--- config.mk ---
export PLATFORM = sky130hd
export DESIGN_NAME = keypad_digit_entry
export DESIGN_NICKNAME = d
export VERILOG_FILES = /design/src/rtl/atm_pkg.sv /design/src/rtl/scan_timer.sv /design/src/rtl/keypad_digit_entry.sv
export SDC_FILE = /design/constraint.sdc
export NUM_CORES = 1
export LEC_CHECK = 0
export ABC_AREA = 1
export CAP_MARGIN = 15
export CORE_ASPECT_RATIO = 2
export CORE_MARGIN = 10
export CORE_UTILIZATION = 36
export DETAILED_ROUTE_END_ITERATION = 16
export SLEW_MARGIN = 20
export SYNTH_ARGS = -nofsm -noshare
export SYNTH_HDL_FRONTEND = slang
export SYNTH_SLANG_ARGS = --single-unit
--- constraint.sdc ---
create_clock -name clk -period 2 [get_ports clk]
set_clock_uncertainty 0.15 [all_clocks]
set_input_delay 0.3 -clock clk [delete_from_list [all_inputs] [get_ports clk]]
set_output_delay 0.3 -clock clk [all_outputs]
set_load 0.03 [all_outputs]
--- src/rtl/atm_pkg.sv ---
// Shared definitions for the ATM keypad front end: FSM states, key codes,
// and the keypad matrix decode helpers.
package atm_pkg;

    localparam int unsigned KEY_W = 4;
    localparam int unsigned ROW_W = 4;
    localparam int unsigned COL_W = 4;

    typedef enum logic [2:0] {
        IDLE,
        SCAN,
        DEBOUNCE,
        ACT,
        WAIT_RELEASE,
        DONE
    } state_t;

    localparam logic [KEY_W-1:0] KEY_0    = 4'd0;
    localparam logic [KEY_W-1:0] KEY_1    = 4'd1;
    localparam logic [KEY_W-1:0] KEY_2    = 4'd2;
    localparam logic [KEY_W-1:0] KEY_3    = 4'd3;
    localparam logic [KEY_W-1:0] KEY_4    = 4'd4;
    localparam logic [KEY_W-1:0] KEY_5    = 4'd5;
    localparam logic [KEY_W-1:0] KEY_6    = 4'd6;
    localparam logic [KEY_W-1:0] KEY_7    = 4'd7;
    localparam logic [KEY_W-1:0] KEY_8    = 4'd8;
    localparam logic [KEY_W-1:0] KEY_9    = 4'd9;
    localparam logic [KEY_W-1:0] KEY_CLR  = 4'hA;
    localparam logic [KEY_W-1:0] KEY_BS   = 4'hB;
    localparam logic [KEY_W-1:0] KEY_ENT  = 4'hC;
    localparam logic [KEY_W-1:0] KEY_NONE = 4'hF;

    // Index of the lowest active-low row; 0 when no row is low.
    function automatic logic [1:0] low_row(input logic [ROW_W-1:0] pat);
        logic [1:0] idx;
        idx = 2'd0;
        for (int i = ROW_W - 1; i >= 0; i--) begin
            if (!pat[i]) idx = 2'(i);
        end
        return idx;
    endfunction

    // Active-low column drive pattern for a column index.
    function automatic logic [COL_W-1:0] col_drive(input logic [1:0] idx);
        return ~(4'b0001 << idx);
    endfunction

    // Matrix position to key code; B, C, D and "no key" map to KEY_NONE.
    function automatic logic [KEY_W-1:0] key_decode(input logic [ROW_W-1:0] pat,
                                                    input logic [1:0] col_idx);
        logic [KEY_W-1:0] key;
        key = KEY_NONE;
        if (pat != 4'hF) begin
            case ({low_row(pat), col_idx})
                4'h0:    key = KEY_1;
                4'h1:    key = KEY_2;
                4'h2:    key = KEY_3;
                4'h3:    key = KEY_CLR;
                4'h4:    key = KEY_4;
                4'h5:    key = KEY_5;
                4'h6:    key = KEY_6;
                4'h8:    key = KEY_7;
                4'h9:    key = KEY_8;
                4'hA:    key = KEY_9;
                4'hC:    key = KEY_BS;
                4'hD:    key = KEY_0;
                4'hE:    key = KEY_ENT;
                default: key = KEY_NONE;
            endcase
        end
        return key;
    endfunction

endpackage

--- src/rtl/scan_timer.sv ---
// Column dwell divider: one-cycle tick every SCAN_DIV cycles while run is high.
// Dropping run restarts the dwell from zero.
module scan_timer #(
    parameter int unsigned SCAN_DIV = 100000
) (
    input  logic clk,
    input  logic rst,
    input  logic run,
    output logic tick_c
);

    localparam int unsigned DIV   = (SCAN_DIV < 1) ? 1 : SCAN_DIV;
    localparam int unsigned CNT_W = (DIV > 1) ? $clog2(DIV) : 1;
    localparam logic [CNT_W-1:0] LAST = CNT_W'(DIV - 1);

    logic [CNT_W-1:0] cnt;

    // Dwell counter wraps at its terminal count, so it never overflows.
    always_ff @(posedge clk) begin
        if (rst || !run) begin
            cnt <= '0;
        end else if (cnt == LAST) begin
            cnt <= '0;
        end else begin
            cnt <= cnt + CNT_W'(1);
        end
    end

    assign tick_c = run && (cnt == LAST);

endmodule

--- src/rtl/keypad_digit_entry.sv ---
// 4x4 keypad scanner with debounce and a BCD digit entry buffer for the ATM
// numeric fields (account, PIN, amount). One action per physical key press.
module keypad_digit_entry
    import atm_pkg::*;
#(
    parameter int unsigned SCAN_DIV    = 100000,
    parameter int unsigned DEB_SAMPLES = 4,
    parameter int unsigned MAX_DIGITS  = 8
) (
    input  logic                    clk,
    input  logic                    rst,
    input  logic                    enable,
    input  logic [3:0]              max_len,
    input  logic                    ack,
    input  logic [3:0]              row,
    output logic [3:0]              col,
    output logic [4*MAX_DIGITS-1:0] value,
    output logic [3:0]              count,
    output logic                    done,
    output logic                    busy_done
);

    localparam int unsigned VAL_W = 4 * MAX_DIGITS;
    localparam int unsigned DEB_N = (DEB_SAMPLES < 1) ? 1 : DEB_SAMPLES;
    localparam int unsigned DEB_W = $clog2(DEB_N + 1);
    localparam logic [DEB_W-1:0] DEB_LAST = DEB_W'(DEB_N - 1);
    localparam logic [3:0] MAX_CNT = 4'(MAX_DIGITS);

    state_t           state;
    logic [1:0]       col_idx;
    logic [3:0]       key_row;
    logic [DEB_W-1:0] deb_cnt;
    logic [3:0]       row_meta;
    logic [3:0]       row_sync;

    logic             tick_c;
    logic             timer_run_c;
    logic [3:0]       limit_c;
    logic [3:0]       key_c;
    logic [1:0]       col_next_c;

    // Two-flop synchronizer on the asynchronous keypad rows.
    always_ff @(posedge clk) begin
        if (rst) begin
            row_meta <= 4'hF;
            row_sync <= 4'hF;
        end else begin
            row_meta <= row;
            row_sync <= row_meta;
        end
    end

    assign timer_run_c = enable &&
                         ((state == SCAN) || (state == DEBOUNCE) || (state == WAIT_RELEASE));
    assign limit_c     = ((max_len == 4'd0) || (max_len > MAX_CNT)) ? MAX_CNT : max_len;
    assign key_c       = key_decode(key_row, col_idx);
    assign col_next_c  = col_idx + 2'd1;

    scan_timer #(
        .SCAN_DIV (SCAN_DIV)
    ) u_scan_timer (
        .clk    (clk),
        .rst    (rst),
        .run    (timer_run_c),
        .tick_c (tick_c)
    );

    // Scan / debounce / entry FSM; all outputs registered.
    always_ff @(posedge clk) begin
        if (rst || !enable) begin
            state     <= IDLE;
            col       <= 4'hF;
            col_idx   <= 2'd0;
            key_row   <= 4'hF;
            deb_cnt   <= '0;
            value     <= '0;
            count     <= 4'd0;
            done      <= 1'b0;
            busy_done <= 1'b0;
        end else begin
            done <= 1'b0;
            case (state)
                IDLE: begin
                    state     <= SCAN;
                    col_idx   <= 2'd0;
                    col       <= col_drive(2'd0);
                    deb_cnt   <= '0;
                    value     <= '0;
                    count     <= 4'd0;
                    busy_done <= 1'b0;
                end
                SCAN: begin
                    if (tick_c) begin
                        if (row_sync != 4'hF) begin
                            key_row <= row_sync;
                            deb_cnt <= DEB_W'(1);
                            state   <= (DEB_N == 1) ? ACT : DEBOUNCE;
                        end else begin
                            col_idx <= col_next_c;
                            col     <= col_drive(col_next_c);
                        end
                    end
                end
                DEBOUNCE: begin
                    if (tick_c) begin
                        if (row_sync != key_row) begin
                            deb_cnt <= '0;
                            col_idx <= col_next_c;
                            col     <= col_drive(col_next_c);
                            state   <= SCAN;
                        end else if (deb_cnt == DEB_LAST) begin
                            state <= ACT;
                        end else begin
                            deb_cnt <= deb_cnt + DEB_W'(1);
                        end
                    end
                end
                ACT: begin
                    state   <= WAIT_RELEASE;
                    deb_cnt <= '0;
                    if (key_c <= KEY_9) begin
                        if (count < limit_c) begin
                            value <= (value << 4) | VAL_W'(key_c);
                            count <= count + 4'd1;
                        end
                    end else if (key_c == KEY_BS) begin
                        if (count != 4'd0) begin
                            value <= value >> 4;
                            count <= count - 4'd1;
                        end
                    end else if (key_c == KEY_CLR) begin
                        value <= '0;
                        count <= 4'd0;
                    end else if ((key_c == KEY_ENT) && (count != 4'd0)) begin
                        state     <= DONE;
                        col       <= 4'hF;
                        done      <= 1'b1;
                        busy_done <= 1'b1;
                    end
                end
                WAIT_RELEASE: begin
                    if (tick_c) begin
                        if (row_sync == 4'hF) begin
                            if (deb_cnt == DEB_LAST) begin
                                deb_cnt <= '0;
                                col_idx <= col_next_c;
                                col     <= col_drive(col_next_c);
                                state   <= SCAN;
                            end else begin
                                deb_cnt <= deb_cnt + DEB_W'(1);
                            end
                        end else begin
                            deb_cnt <= '0;
                        end
                    end
                end
                DONE: begin
                    busy_done <= 1'b1;
                    col       <= 4'hF;
                    if (ack) begin
                        state     <= IDLE;
                        value     <= '0;
                        count     <= 4'd0;
                        busy_done <= 1'b0;
                    end
                end
                default: begin
                    state <= IDLE;
                    col   <= 4'hF;
                end
            endcase
        end
    end

endmodule

==> flow_summary_export.csv <==
group,metric,value,unit
outcome,status,"finished, violations left",
outcome,violations,"setup timing",
pwr,seq_power_share,31.0,%
clock_network,root_buffer,"clkbuf_16",
pwr,switchingPower,0.002028,W
layout,fill_cells,1083,
place,dp_hpwl,9240,um
synthesis,netlist_instances,629,
pwr,p_comb_share,37.5,%
pwr,p_leak,2.612,nW
clock_network,numCtsBuffers,9,
synthesis,netlist.area_leader.share,37.47,%
global_route,antenna_found_initial,0,
timing,slew_violations,0,
pwr,power_density,944.8,mW/mm2
worst_setup_path,r2r_slack,-0.27,ns
global_route,grt_use_total,14.66,%
clock_network,cts_tree,"built",
route,vias,4423,
synthesis,ys_top_cells_by_area,"dfxtp_1, nand2_1, a21oi_1",
route,avgRoutedWirePerCell,13.42,um
route,detail-route-antenna-nets,0,
pwr,power,0.005791,W
clock_network,cts.clk_slew.worst_paths,0.06,ns
place,placed_area,0.005453,mm2
timing,tightest_slew,0.3630,ns
layout,antenna_cells,0,
layout,layout_commonest_cell,"nand2_1",
layout,nNetsFinal,797,
global_route,grt_pass1_wl,19840,um
synthesis,async_flop_share,0,%
die,fp.dieH,173.1,um
die,die-area,0.01672,mm2
timing,final-hold-violation-count,0,
timing,fin_crit_sh,113.4,%
timing,timing.fmax,441.1,MHz
synthesis,synth_seq_cells,79,
die,core,0.01142,mm2
timing,min_period,2.267,ns
place,dp_cells,882,
synthesis,synth_cell_types,36,
timing,rsz0062_at_grt,"yes",
layout,syn2layout_area_growth,45.24,%
global_route,grt_overflow,0,
clock_network,cts.path.max_buffers,2,
route,vias_per_cell,4.818,
synthesis,yosysWarnings,0,
worst_setup_path,r2r_cells,12,
route,drt_wl_total,12320,um
synthesis,synth_area,0.004220,mm2
synthesis,synth_top_flop_cell,"dfxtp_1",
route,drt_iter0_drc,175,
synthesis,syn_nets,655,
worst_setup_path,cp-start-kind,"flop",
place,pre_cts_ws,-0.5039,ns
clock_network,cts-hold-fix-buffers,0,
layout,mostFrequentLayoutCells,"nand2_1, buf_4, dfxtp_1, inv_1, a21oi_1",
pwr,peakVddDrop,0.5626,mV
die,fp.dieW,96.56,um
global_route,grt_pass1_vias,4471,
route,drcViolationCount,0,
timing,final-setup-viol-count,38,
worst_setup_path,worst_setup_path_end_kind,"flop",
worst_setup_path,required,2.07,ns
synthesis,yosys.area.top_type,"dfxtp_1",
synthesis,synth-edff-count,0,
worst_hold_path,whs_endpoint,"row_sync[1]",
die,boundaryPins,54,
layout,fin_area,0.006130,mm2
worst_hold_path,hold_start,"row_meta[1]",
global_route,gr-max-usage-layer,"met2",
global_route,grt_start_max_net_pins,36,
synthesis,syn_area_per_cell,6.710,um2
worst_setup_path,crit_fanout,17,
place,gp_congestion,0.8628,
clock_network,clock_sinks,79,
worst_setup_path,critical_path_arrival,2.34,ns
layout,stdcell_count,918,
worst_setup_path,r2r_start,"col_idx[0]",
route,firstDrtPassIters,4,
global_route,grt_use_met1,13.39,%
die,rows,55,
timing,timing.final.ws_setup,-0.2672,ns
layout,drive_above_1_share,24.48,%
worst_hold_path,hold_class,"reg2reg",
clock_network,h-tree-depth,3,
worst_setup_path,worstSetupPathType,"reg2reg",
pwr,power.share.clock,31.5,%
global_route,met3_usage,1.822,%
synthesis,seq_area_frac_synth,37.47,%
die,start_util,36.94,%
worst_hold_path,hold_depth,1,
clock_network,insertion_delay,0.34,ns
layout,final_util,53.66,%
pwr,cellInternalPower,0.003763,W
timing,max_slew_margin,75.80,%
run,cap_violations,0,
pwr,switching_share,35.02,%
worst_setup_path,regToRegEndpoint,"value[2]",
global_route,use_met2,28.40,%
place,io_buffers,53,
-- sequential cells by signal (all words and copies together), names as in the netlist --
name and count:
busy_done 1, col 4, col_idx 2, count 4, deb_cnt 3, done 1
key_row 4, row_meta 4, row_sync 4, state 3, u_scan_timer.cnt 17, value 32
-- final cells by class --
type / instances / area (um2) / area share, %
Sequential cell: 79 / 1593 / 25.98
Multi-Input combinational cell: 455 / 2400 / 39.15
Tap cell: 142 / 177.7 / 2.899
Clock inverter: 6 / 91.34 / 1.490
Inverter: 76 / 292.8 / 4.776
Clock buffer: 10 / 239.0 / 3.899
Timing Repair Buffer: 150 / 1336 / 21.80
-- synth_stat cells (all sizes together) (7+ instances only) --
library cell and n:
a21oi 61, buf 13, dfxtp 79, ha 14
inv 76, nand2 197, nand3 33, nand4 7
nor2 59, nor3 10, o21ai 39, or2 10
-- power groups by stage --
stage	clock network (W)	logic [W]	registers (W)
after floorplan	0	0.00112	0.00196
after global placement	0	0.00184	0.00182
after detailed placement	0	0.00188	0.00183
after CTS	0.00186	0.00213	0.00179
after global routing	0.00191	0.00241	0.00181
final	0.00182	0.00217	0.00180
-- how the worst max path moves through the flow --
stage / startpoint / slack (ns) / to / cells past startpoint
global placement: max_len[1] / -0.44 / value[16] / 13
floorplan: key_row[0] / -0.03 / value[3] / 15
finish: col_idx[0] / -0.27 / value[2] / 12
CTS: col_idx[0] / -0.29 / value[16] / 15
detailed placement: max_len[1] / -0.50 / value[16] / 13
global route: col_idx[0] / -0.39 / value[19] / 15
-- logic make-up (layout without fill, tap and decap cells) --
| family | Yosys count | in the layout | share of synthesized area, % |
|---|---|---|---|
| buf+inv | 95 | 242 | 9.635 |
| xor+xnor | 12 | 12 | 2.490 |
| simple gates | 321 | 321 | 32.58 |
| flops | 79 | 79 | 37.47 |
| fa+ha+maj | 14 | 14 | 4.151 |
| compound gates | 108 | 108 | 13.67 |
-- timing repair --
item / 4_1_cts / 5_1_grt
endpoints found under the setup margin: 45 / 57
buffers inserted: 11 / 8
cloned: 1 / 2
resized for setup: 18 / 37
pin swaps: 10 / 19
-- worst max-delay path, cell delays in order, from the launching register on --
cell and delay (ns):
dfxtp_4 0.36, buf_4 0.13, ha_1 0.19, inv_1 0.08, nand3_1 0.08, nand3_1 0.13, nand2_4 0.09, o21bai_2 0.21
nand3_2 0.11, nand3_4 0.16, clkbuf_16 0.22, o21ai_0 0.17, nor2_1 0.05
-- layer usage --
layer | vias up | share of wire, %
met4 | 0 | 3.0
met3 | 20 | 3.5
met1 | 2035 | 36
met2 | 78 | 58
met5 | - | 0
li1 | 2290 | -
-- stage by stage --
| stage | TNS, ns | hold WS [ns] |
|---|---|---|
| floorplan | -0.05458 | 0.2395 |
| global placement | -13.62 | 0.2410 |
| detailed placement | -16.11 | 0.2468 |
| CTS | -9.437 | 0.2607 |
| global route | -13.71 | 0.2804 |
| finish | -7.789 | 0.2587 |
No activity file was read; power rests on OpenSTA's default activity.
